<file path="config.mk">
export PLATFORM = sky130hd
export DESIGN_NAME = mipi_dphy_tx_lanes
export DESIGN_NICKNAME = d
export VERILOG_FILES = /design/src/rtl/mipi_dphy_pkg.sv /design/src/rtl/mipi_dphy_interval_timer.sv /design/src/rtl/mipi_dphy_tx_lanes.sv
export SDC_FILE = /design/constraint.sdc
export NUM_CORES = 1
export LEC_CHECK = 0
export ABC_AREA = 1
export BUFFER_PORTS_ARGS = -buffer_cell sky130_fd_sc_hd__buf_2
export CORE_MARGIN = 4
export CORE_UTILIZATION = 54
export DETAILED_ROUTE_END_ITERATION = 6
export GPL_ROUTABILITY_DRIVEN = 0
export PLACE_DENSITY = 0.9
export SETUP_SLACK_MARGIN = 0.1
export SLEW_MARGIN = 20
export SYNTH_ARGS = -nofsm -noshare
export SYNTH_HDL_FRONTEND = slang
export SYNTH_SLANG_ARGS = --single-unit
</file>
<file path="constraint.sdc">
create_clock -name clk_hs -period 2.3 [get_ports clk_hs]
set_clock_uncertainty 0.15 [all_clocks]
set_input_delay 0.46 -clock clk_hs [delete_from_list [all_inputs] [get_ports clk_hs]]
set_output_delay 0.46 -clock clk_hs [all_outputs]
set_load 0.03 [all_outputs]
</file>
<file path="src/rtl/mipi_dphy_pkg.sv">
// Shared D-PHY transmit definitions: burst state encoding, sync byte and LP line levels.
// LP levels are packed {Dp, Dn}.
package mipi_dphy_pkg;

  typedef enum logic [2:0] {
    STOP,
    LPX,
    PREPARE,
    ZERO,
    SYNC,
    HST,
    TRAIL,
    EXIT
  } dphy_state_e;

  localparam logic [7:0] SYNC_BYTE = 8'hB8;

  typedef logic [1:0] lp_t;
  localparam lp_t LP11 = 2'b11;
  localparam lp_t LP01 = 2'b01;
  localparam lp_t LP00 = 2'b00;

  // Trail holds the inverse of the last serialized bit; bytes go out LSB first, so that is bit 7.
  function automatic logic [7:0] trail_byte(input logic [7:0] last_byte);
    return {8{~last_byte[7]}};
  endfunction

endpackage

</file>
<file path="src/rtl/mipi_dphy_interval_timer.sv">
// Loadable down-counter for D-PHY LP/HS interval timing; counts down to zero and holds there.
module mipi_dphy_interval_timer #(
  parameter int CNT_W = 8
) (
  input  logic             clk_hs,
  input  logic             reset,
  input  logic             load,
  input  logic [CNT_W-1:0] load_val,
  output logic             zero
);

  logic [CNT_W-1:0] count_reg;

  always_ff @(posedge clk_hs or posedge reset) begin
    if (reset) begin
      count_reg <= '0;
    end else if (load) begin
      count_reg <= load_val;
    end else if (count_reg != '0) begin
      count_reg <= count_reg - 1'b1;
    end
  end

  assign zero = (count_reg == '0);

endmodule

</file>
<file path="src/rtl/mipi_dphy_tx_lanes.sv">
// D-PHY transmit data-lane controller: sequences LP-11 -> LP-01 -> LP-00 -> HS-zero -> sync ->
// payload -> trail -> exit for 1..4 lock-stepped lanes, one byte per lane per clock.
module mipi_dphy_tx_lanes
  import mipi_dphy_pkg::*;
#(
  parameter int NUM_DATA_LANES = 2,
  parameter int T_LPX          = 4,
  parameter int T_HS_PREPARE   = 3,
  parameter int T_HS_ZERO      = 6,
  parameter int T_HS_TRAIL     = 5,
  parameter int T_HS_EXIT      = 8,
  parameter int CNT_W          = 8
) (
  input  logic                        clk_hs,
  input  logic                        reset,
  input  logic                        enable,
  input  logic                        hs_req,
  input  logic [8*NUM_DATA_LANES-1:0] data,
  output logic                        re,
  output logic [8*NUM_DATA_LANES-1:0] hs_data,
  output logic                        hs_oe,
  output logic [NUM_DATA_LANES-1:0]   lp_p,
  output logic [NUM_DATA_LANES-1:0]   lp_n,
  output logic                        busy
);

  localparam int DW = 8 * NUM_DATA_LANES;

  localparam logic [CNT_W-1:0] LPX_LOAD     = CNT_W'(T_LPX - 1);
  localparam logic [CNT_W-1:0] PREPARE_LOAD = CNT_W'(T_HS_PREPARE - 1);
  localparam logic [CNT_W-1:0] ZERO_LOAD    = CNT_W'(T_HS_ZERO - 1);
  localparam logic [CNT_W-1:0] TRAIL_LOAD   = CNT_W'(T_HS_TRAIL - 1);
  localparam logic [CNT_W-1:0] EXIT_LOAD    = CNT_W'(T_HS_EXIT - 1);

  dphy_state_e      state_reg;
  lp_t              lp_reg;
  logic             hs_oe_reg;
  logic             busy_reg;
  logic [DW-1:0]    hs_data_reg;
  logic [DW-1:0]    trail_data;
  logic             timer_load;
  logic [CNT_W-1:0] timer_val;
  logic             timer_zero;

  // The timer is reloaded on every edge that leaves a state, with the next state's length.
  always_comb begin
    timer_load = 1'b0;
    timer_val  = '0;
    unique case (state_reg)
      STOP:    if (enable && hs_req) begin timer_load = 1'b1; timer_val = LPX_LOAD;     end
      LPX:     if (timer_zero)       begin timer_load = 1'b1; timer_val = PREPARE_LOAD; end
      PREPARE: if (timer_zero)       begin timer_load = 1'b1; timer_val = ZERO_LOAD;    end
      HST:     if (!hs_req)          begin timer_load = 1'b1; timer_val = TRAIL_LOAD;   end
      TRAIL:   if (timer_zero)       begin timer_load = 1'b1; timer_val = EXIT_LOAD;    end
      default: ;
    endcase
  end

  mipi_dphy_interval_timer #(
    .CNT_W(CNT_W)
  ) u_timer (
    .clk_hs   (clk_hs),
    .reset    (reset),
    .load     (timer_load),
    .load_val (timer_val),
    .zero     (timer_zero)
  );

  genvar gi;
  generate
    for (gi = 0; gi < NUM_DATA_LANES; gi++) begin : g_lane
      assign trail_data[8*gi +: 8] = trail_byte(hs_data_reg[8*gi +: 8]);
      assign lp_p[gi] = lp_reg[1];
      assign lp_n[gi] = lp_reg[0];
    end
  endgenerate

  always_ff @(posedge clk_hs or posedge reset) begin
    if (reset) begin
      state_reg   <= STOP;
      lp_reg      <= LP11;
      hs_oe_reg   <= 1'b0;
      busy_reg    <= 1'b0;
      hs_data_reg <= '0;
    end else begin
      unique case (state_reg)
        STOP: if (enable && hs_req) begin
          state_reg <= LPX;
          lp_reg    <= LP01;
          busy_reg  <= 1'b1;
        end
        LPX: if (timer_zero) begin
          state_reg <= PREPARE;
          lp_reg    <= LP00;
        end
        PREPARE: if (timer_zero) begin
          state_reg   <= ZERO;
          hs_oe_reg   <= 1'b1;
          hs_data_reg <= '0;
        end
        ZERO: if (timer_zero) begin
          state_reg   <= SYNC;
          hs_data_reg <= {NUM_DATA_LANES{SYNC_BYTE}};
        end
        SYNC: state_reg <= HST;
        // hs_data_reg always holds the last byte sent, so the trail level derives from it directly.
        HST: begin
          if (hs_req) begin
            hs_data_reg <= data;
          end else begin
            state_reg   <= TRAIL;
            hs_data_reg <= trail_data;
          end
        end
        TRAIL: if (timer_zero) begin
          state_reg   <= EXIT;
          lp_reg      <= LP11;
          hs_oe_reg   <= 1'b0;
          hs_data_reg <= '0;
        end
        EXIT: if (timer_zero) begin
          state_reg <= STOP;
          busy_reg  <= 1'b0;
        end
        default: state_reg <= STOP;
      endcase
    end
  end

  assign re      = (state_reg == HST) && hs_req;
  assign hs_data = hs_data_reg;
  assign hs_oe   = hs_oe_reg;
  assign busy    = busy_reg;

endmodule

</file>
==> impl_summary.log, run 1 <==
[metrics] total number of clock tree sinks: 31
[metrics] top-area cell type share of the netlist area: 37.56%
[metrics] Worst path top cell family by delay: flip-flops
[metrics] number of cells on the critical path: 4
[metrics] initial antenna violation count: 0
[metrics] final routed DRC violation total: 0
[metrics] detail-routed via count per cell: 5.058
[metrics] arrival time of data at the critical path endpoint: 1.52 ns
[metrics] Sw Share: 48.46%
[metrics] Core Util, Final: 65.45%
[metrics] Achievable Freq: 0.4690 GHz
[metrics] Synth Area per Inst: 8.186 sq um
[metrics] Placement Rows: 21
[metrics] Reg2Reg Depth: 8
[metrics] routed length per placed instance: 12.55 um
[metrics] later-pin clock latency in the skew report: 0.34 ns
[metrics] period utilization: 92.70%
[metrics] CTS root buffer: sky130_fd_sc_hd__clkbuf_4
[metrics] worst setup path class: reg2out
[metrics] vertical die dimension: 67.81 um
[metrics] proportion of power drawn by flip-flops and latches: 33.8%
[metrics] Worst VDD drop: 0.6235 mV
[metrics] via count of the first global-routing pass: 1,429
[metrics] First DRT Iteration DRCs: 96
[metrics] remaining global-route overflow: 0
[metrics] EDFF count, synth: 0
[metrics] unrepaired setup endpoints after global routing: false
[metrics] Max Buffers Root-to-Sink: 2
[metrics] Psw: 1.464 mW
[metrics] worst path required time: 1.69 ns
[metrics] Die Width: 67.81 um
[metrics] max-capacitance violation count: 0
[metrics] Top FF cell, synth: sky130_fd_sc_hd__dfrtp_1
[metrics] number of endpoints with negative hold slack in the final report: 0
[metrics] number of max-slew violations in the final report: 0
[metrics] post-route setup TNS: 0 ns
[metrics] detailed-placement wirelength estimate: 3.012 mm
[metrics] number of setup buffers added after CTS: 0
[metrics] I/O pin count: 43
[metrics] global router's overall resource usage: 19.26%
[metrics] Syn. warnings: 0
[metrics] clock slew at reported path FFs: 0.11 ns
[metrics] Area growth syn-to-layout: 14.83%
[metrics] overall power of the completed layout: 3.021 mW
[metrics] setup-violating endpoint count in the final report: 0
[metrics] FFs w/ async S/R, synth: 100.0%
[metrics] total of flip-flops plus latches after synthesis: 31
[metrics] core area: 3390 sq um
[metrics] remaining antenna violation count after routing: 0
[metrics] Seq/Total Area, Yosys: 40.28%
[metrics] share of post-route cells with drive strength above 1: 35.00%
[metrics] delay of the slowest cell on the worst path: 0.60 ns
[metrics] min-delay worst type: in2async
[metrics] ranking of synthesized cells by instance count: sky130_fd_sc_hd__nand2_1, sky130_fd_sc_hd__dfrtp_1, sky130_fd_sc_hd__nor2_1, sky130_fd_sc_hd__nand3_1, sky130_fd_sc_hd__inv_1
[metrics] number of diodes added for antenna fixing: 0
[metrics] cell internal pwr: 1.557 mW
[metrics] number of inserted filler cells in the final layout: 285
[metrics] Synth Cell Area: 1932 sq um
[metrics] critical path capture point type: output port
[metrics] first-pass detailed-route iteration total: 4
[metrics] count leader, synth: sky130_fd_sc_hd__nand2_1
[metrics] first-pass GRT wire length: 6.596 mm
[metrics] via count: 1,649
[metrics] leakage power summed over all cells: 1.186 nW
[metrics] net count of the mapped netlist: 258
[metrics] post-cts resize count: 0
[metrics] largest cells by area after synthesis: sky130_fd_sc_hd__dfrtp_1, sky130_fd_sc_hd__nand2_1, sky130_fd_sc_hd__nand3_2
[metrics] Net count, final: 301
[metrics] number of H-tree levels: 2
[metrics] slew at the pin closest to its max-slew limit: 0.5704 ns
[metrics] Gate Count Post-Synth: 236
[metrics] category of the worst setup path launch point: flop
[metrics] number of flip-flops in the largest register: 16
[metrics] Routed WL: 4.092 mm
[metrics] Max FO, Critical Path: 9
[metrics] tightest slew margin relative to the limit: 61.98%
[metrics] run status: finished, final reports clean
[metrics] initial core utilization: 57.00%
[metrics] cell type with the highest aggregate area in the netlist: sky130_fd_sc_hd__dfrtp_1
[metrics] cell with the biggest individual delay on the critical path: sky130_fd_sc_hd__dfrtp_1
[metrics] Comb pwr share: 51.1%
[metrics] Die Outline Area: 4598 sq um
[metrics] fin crit period: 2.132 ns
[metrics] clock buffers created by TritonCTS: 5
[metrics] ordered cell list for the critical path: inv_4, nand3_4, nor2_8, buf_2
[metrics] relative contribution of the clock network to total power: 15.1%
[metrics] number of buffer cells added on primary ports: 42
[metrics] power density of the placed cells: 1362 nW/um^2
[metrics] Netlist cell types: 26
[metrics] WP buf/inv: 2
[metrics] TritonCTS clock tree: done
[metrics] pin count of the biggest net entering global routing: 32
[metrics] number of hold buffers added after CTS: 0
==> routing by layer <==
| metal | routed length (um) | vias to the layer above | GRT usage [%] | part of all wire (%) |
|---|---|---|---|---|
| li1 | - | 836 | - | - |
| met5 | 0 | - | 0 | 0 |
| met1 | 1829 | 774 | 24.97 | 45 |
| met4 | 92 | 0 | 8.189 | 2.2 |
| met2 | 1992 | 30 | 31.23 | 49 |
| met3 | 177 | 9 | 3.941 | 4.3 |
==> power groups by stage <==
| stage | sequential [mW] | combinational [mW] | clock (mW) |
|---|---|---|---|
| floorplan | 1.24 | 1.01 | 0 |
| global placement | 1.02 | 1.50 | 0 |
| detailed placement | 1.03 | 1.55 | 0 |
| CTS | 1.02 | 1.56 | 0.460 |
| global route | 1.05 | 1.71 | 0.484 |
| finish | 1.02 | 1.54 | 0.456 |
==> path summary, 6_finish.rpt <==
| check | from | endpoint | slack (ns) |
|---|---|---|---|
| worst max-delay path | state_reg[1] | re | 0.17 |
| worst min-delay path | reset | hs_data[0] | 0.02 |
| worst max register to register | u_timer.count_reg[0] | hs_data[11] | 0.42 |
| worst min register to register | lp_reg[1] | lp_reg[1] | 0.35 |
| max in group asynchronous | reset | lp_reg[0] | 1.63 |
| min in group clk_hs | data[10] | hs_data[10] | 0.18 |
==> stage by stage <==
step	hold slack (ns)	instances	instance area [sq um]	worst slack [ns]
4_1_cts	0.03533	326	2218	0.1659
3_3_place_gp	0.3340	318	2132	0.5507
3_5_place_dp	0.3397	318	2132	0.4684
2_1_floorplan	0.3843	236	1932	0.6782
5_1_grt	0.05624	326	2218	0.1005
6_report	0.02359	326	2218	0.1679
==> layout by cell type, fill, tap and decap left out, drive strengths merged, types with 2 or more instances in the layout <==
cell type and instances:
o21ai 5, ha 2, clkbuf 6, dfstp 2, buf 46, nand4 4, a21oi 15, nand3 36
inv 22, nor2 31, nand2 74, dfrtp 29, xor2 2, nor3 4
==> worst register-to-register path: cells and delay by family (launching register included) <==
family | cells | cell delay (ns)
AND/OR/NAND/NOR | 6 | 0.95
flip-flops | 1 | 0.39
buffers and inverters | 1 | 0.15
adder cells (fa/ha/maj) | 1 | 0.19
==> cell families (layout without fill, tap and decap cells) <==
group           count (synthesis)  after routing  share of synthesized area [%]
flops                          31             31                          40.29
buf+inv                        32             76                          9.456
compound gates                 20             20                          5.376
simple gates                  149            149                          42.68
xor+xnor                        2              2                         0.9069
fa+ha+maj                       2              2                          1.295
==> layout make-up <==
class / count / area (sq um) / share of cell area (%)
multi-input combinational: 173 / 970.9 / 43.77
sequential: 31 / 778.2 / 35.08
timing repair buffer: 46 / 240.2 / 10.83
inverter: 22 / 85.08 / 3.835
tap: 46 / 57.56 / 2.594
clock buffer: 6 / 51.30 / 2.312
clock inverter: 2 / 35.03 / 1.579
(Power assumes the default switching activity.)
==> inputs of run 2 (changes only) <==
==> constraint.sdc (replaced) <==
create_clock -name clk_hs -period 2.3 [get_ports clk_hs]
set_clock_uncertainty 0.15 [all_clocks]
set_input_delay 0.115 -clock clk_hs [delete_from_list [all_inputs] [get_ports clk_hs]]
set_output_delay 0.115 -clock clk_hs [all_outputs]
set_load 0.03 [all_outputs]
==> impl_summary.log, run 2 (synthesized netlist as in run 1, its figures left out) <==
[metrics] fin crit period: 1.938 ns (was 2.132 ns)
[metrics] number of endpoints with negative hold slack in the final report: 0 (unchanged)
[metrics] first-pass detailed-route iteration total: 4 (unchanged)
[metrics] later-pin clock latency in the skew report: 0.34 ns (about the same)
[metrics] core area: 3390 sq um (unchanged)
[metrics] number of H-tree levels: 2 (unchanged)
[metrics] critical path capture point type: flop (was output port)
[metrics] power density of the placed cells: 1295 nW/um^2 (was 1362 nW/um^2)
[metrics] pin count of the biggest net entering global routing: 32 (unchanged)
[metrics] unrepaired setup endpoints after global routing: false (unchanged)
[metrics] Max FO, Critical Path: 17 (was 9)
[metrics] worst setup path class: reg2reg (was reg2out)
[metrics] first-pass GRT wire length: 8.086 mm (was 6.596 mm)
[metrics] Routed WL: 4.962 mm (was 4.092 mm)
[metrics] worst path required time: 2.43 ns (was 1.69 ns)
[metrics] run status: finished, final reports clean (unchanged)
[metrics] multi-input gate area in the final layout: 970.9 sq um (unchanged)
[metrics] Placement Rows: 21 (unchanged)
[metrics] I/O pin count: 43 (unchanged)
[metrics] global route hottest layer: met2 (unchanged)
[metrics] final critical-path setup slack: 0.3622 ns (was 0.1679 ns)
[metrics] most frequent standard cell in the layout excluding fill and tap cells: sky130_fd_sc_hd__nand2_1 (unchanged)
[metrics] Hold EP: u_timer.count_reg[2]
[metrics] number of flip-flops in the largest register: 16 (unchanged)
[metrics] endpoint of the most critical register-to-register path: hs_data[3] (was hs_data[11])
[metrics] vertical die dimension: 67.81 um (unchanged)
[metrics] First DRT Iteration DRCs: 159 (was 96)
[metrics] pre-CTS setup slack: 0.4654 ns (was 0.4684 ns)
[metrics] setup-violating endpoint count in the final report: 0 (unchanged)
[metrics] number of setup buffers added after CTS: 0 (unchanged)
[metrics] Die Width: 67.81 um (unchanged)
[metrics] cell internal pwr: 1.584 mW (was 1.557 mW)
[metrics] initial core utilization: 57.00% (unchanged)
[metrics] Psw: 1.510 mW (was 1.464 mW)
[metrics] post-route setup TNS: 0 ns (unchanged)
[metrics] Reg2Reg Depth: 8 (unchanged)
[metrics] min-delay worst type: in2reg (was in2async)
[metrics] clock buffers created by TritonCTS: 5 (unchanged)
[metrics] global routing met1 resource utilization: 27.22% (was 24.97%)
[metrics] reg-to-reg setup timing slack: 0.36 ns (was 0.42 ns)
[metrics] leakage power summed over all cells: 1.257 nW (was 1.186 nW)
[metrics] total area of sequential cells: 778.2 sq um (unchanged)
[metrics] via count of the first global-routing pass: 1,854 (was 1,429)
[metrics] via count: 1,818 (was 1,649)
[metrics] number of inserted filler cells in the final layout: 251 (was 285)
[metrics] most frequent cells in the layout: sky130_fd_sc_hd__nand2_1, sky130_fd_sc_hd__buf_2, sky130_fd_sc_hd__dfrtp_1 (unchanged)
[metrics] period utilization: 84.25% (was 92.70%)
[metrics] number of buffer cells added on primary ports: 42 (unchanged)
[metrics] final routed DRC violation total: 0 (unchanged)
[metrics] Core Util, Final: 70.47% (was 65.45%)
[metrics] max-capacitance violation count: 0 (unchanged)
[metrics] worst min-delay path startpoint: hs_req
[metrics] Die Outline Area: 4598 sq um (unchanged)
[metrics] Achievable Freq: 0.5161 GHz (was 0.4690 GHz)
[metrics] met3 Use GR: 5.747% (was 3.941%)
[metrics] category of the worst setup path launch point: flop (unchanged)
[metrics] Sw Share: 48.81% (was 48.46%)
[metrics] detail-routed via count per cell: 5.300 (was 5.058)
[metrics] proportion of power drawn by flip-flops and latches: 32.4% (was 33.8%)
[metrics] worst flop-to-flop path startpoint: u_timer.count_reg[0] (unchanged)
[metrics] initial antenna violation count: 0 (unchanged)
[metrics] detailed-placement wirelength estimate: 3.077 mm (was 3.012 mm)
[metrics] Area growth syn-to-layout: 23.64% (was 14.83%)
[metrics] remaining global-route overflow: 0 (unchanged)
[metrics] TritonCTS clock tree: done (unchanged)
[metrics] clock slew at reported path FFs: 0.10 ns (was 0.11 ns)
[metrics] slew at the pin closest to its max-slew limit: 0.4557 ns (was 0.5704 ns)
[metrics] relative contribution of the clock network to total power: 14.6% (was 15.1%)
[metrics] arrival time of data at the critical path endpoint: 2.07 ns (was 1.52 ns)
[metrics] CTS root buffer: sky130_fd_sc_hd__clkbuf_4 (unchanged)
[metrics] tightest slew margin relative to the limit: 69.62% (was 61.98%)
[metrics] global router's overall resource usage: 23.76% (was 19.26%)
[metrics] number of diodes added for antenna fixing: 0 (unchanged)
[metrics] worst hold stages: 4
[metrics] Max Buffers Root-to-Sink: 2 (unchanged)
[metrics] Comb pwr share: 53.0% (was 51.1%)
[metrics] met2 track demand over resource in global routing: 39.61% (was 31.23%)
[metrics] Worst VDD drop: 0.5115 mV (was 0.6235 mV)
[metrics] Net count, final: 318 (was 301)
[metrics] share of post-route cells with drive strength above 1: 33.00% (was 35.00%)
[metrics] total number of clock tree sinks: 31 (unchanged)
[metrics] routed length per placed instance: 14.47 um (was 12.55 um)
[metrics] remaining antenna violation count after routing: 0 (unchanged)
[metrics] number of max-slew violations in the final report: 0 (unchanged)
run 2: routing by layer:
| layer | wire [um] | share of wire (%) |
|---|---|---|
| met5 | 0 | 0 |
| met4 | 218 | 4.4 |
| met3 | 270 | 5.4 |
| met2 | 2558 | 52 |
| met1 | 1915 | 39 |
run 2: final cells by class:
type | count | area share [%]
multi-input cells | 173 | 40.65
flip-flops and latches | 31 | 32.58
repair buffers | 63 | 17.18
inverters | 22 | 3.562
well taps | 46 | 2.410
clock buffers | 6 | 2.148
clock inverters | 2 | 1.467
run 2: timing repair:
| action | 4_1_cts | 5_1_grt |
|---|---|---|
| gates resized for setup | 0 | 0 |
| hold buffers | 17 | 0 |
| hold endpoints to repair | 45 | 0 |
run 2: how the worst max path moves through the flow:
| stage | startpoint | end | slack, ns | cells after the start |
|---|---|---|---|---|
| detailed placement | u_timer.count_reg[0] | hs_data[3] | 0.47 | 8 |
| CTS | state_reg[0] | re | 0.40 | 3 |
| floorplan | u_timer.count_reg[0] | hs_data[3] | 0.70 | 8 |
| global route | u_timer.count_reg[0] | hs_data[13] | 0.21 | 8 |
| finish | u_timer.count_reg[0] | hs_data[3] | 0.36 | 8 |
| global placement | u_timer.count_reg[0] | hs_data[13] | 0.54 | 8 |
run 2: power by group through the flow:
stage	Clock, mW	Sequential [mW]	Combinational [mW]
finish	0.453	1.00	1.64
floorplan	0	1.24	1.01
global route	0.488	1.03	1.81
global placement	0	0.998	1.53
CTS	0.455	0.998	1.61
detailed placement	0	1.01	1.57
run 2: critical path, stage by stage, from the launching register on:
cell	delay, ns
sky130_fd_sc_hd__dfrtp_1	0.39
sky130_fd_sc_hd__inv_1	0.15
sky130_fd_sc_hd__ha_1	0.19
sky130_fd_sc_hd__nand3_2	0.17
sky130_fd_sc_hd__nor2_8	0.18
sky130_fd_sc_hd__nand3_4	0.25
sky130_fd_sc_hd__nand2_2	0.26
sky130_fd_sc_hd__nand2_1	0.09
sky130_fd_sc_hd__nand2_1	0.07
run 2: metrics by stage:
step / hold slack, ns / std cells / total power, mW / area, sq um
floorplan: 0.06702 / 236 / 2.252 / 1932
global placement: 0.06102 / 318 / 2.526 / 2132
detailed placement: 0.08038 / 318 / 2.583 / 2132
CTS: 0.04064 / 343 / 3.064 / 2389
global route: 0.05728 / 343 / 3.331 / 2389
finish: 0.03160 / 343 / 3.093 / 2389
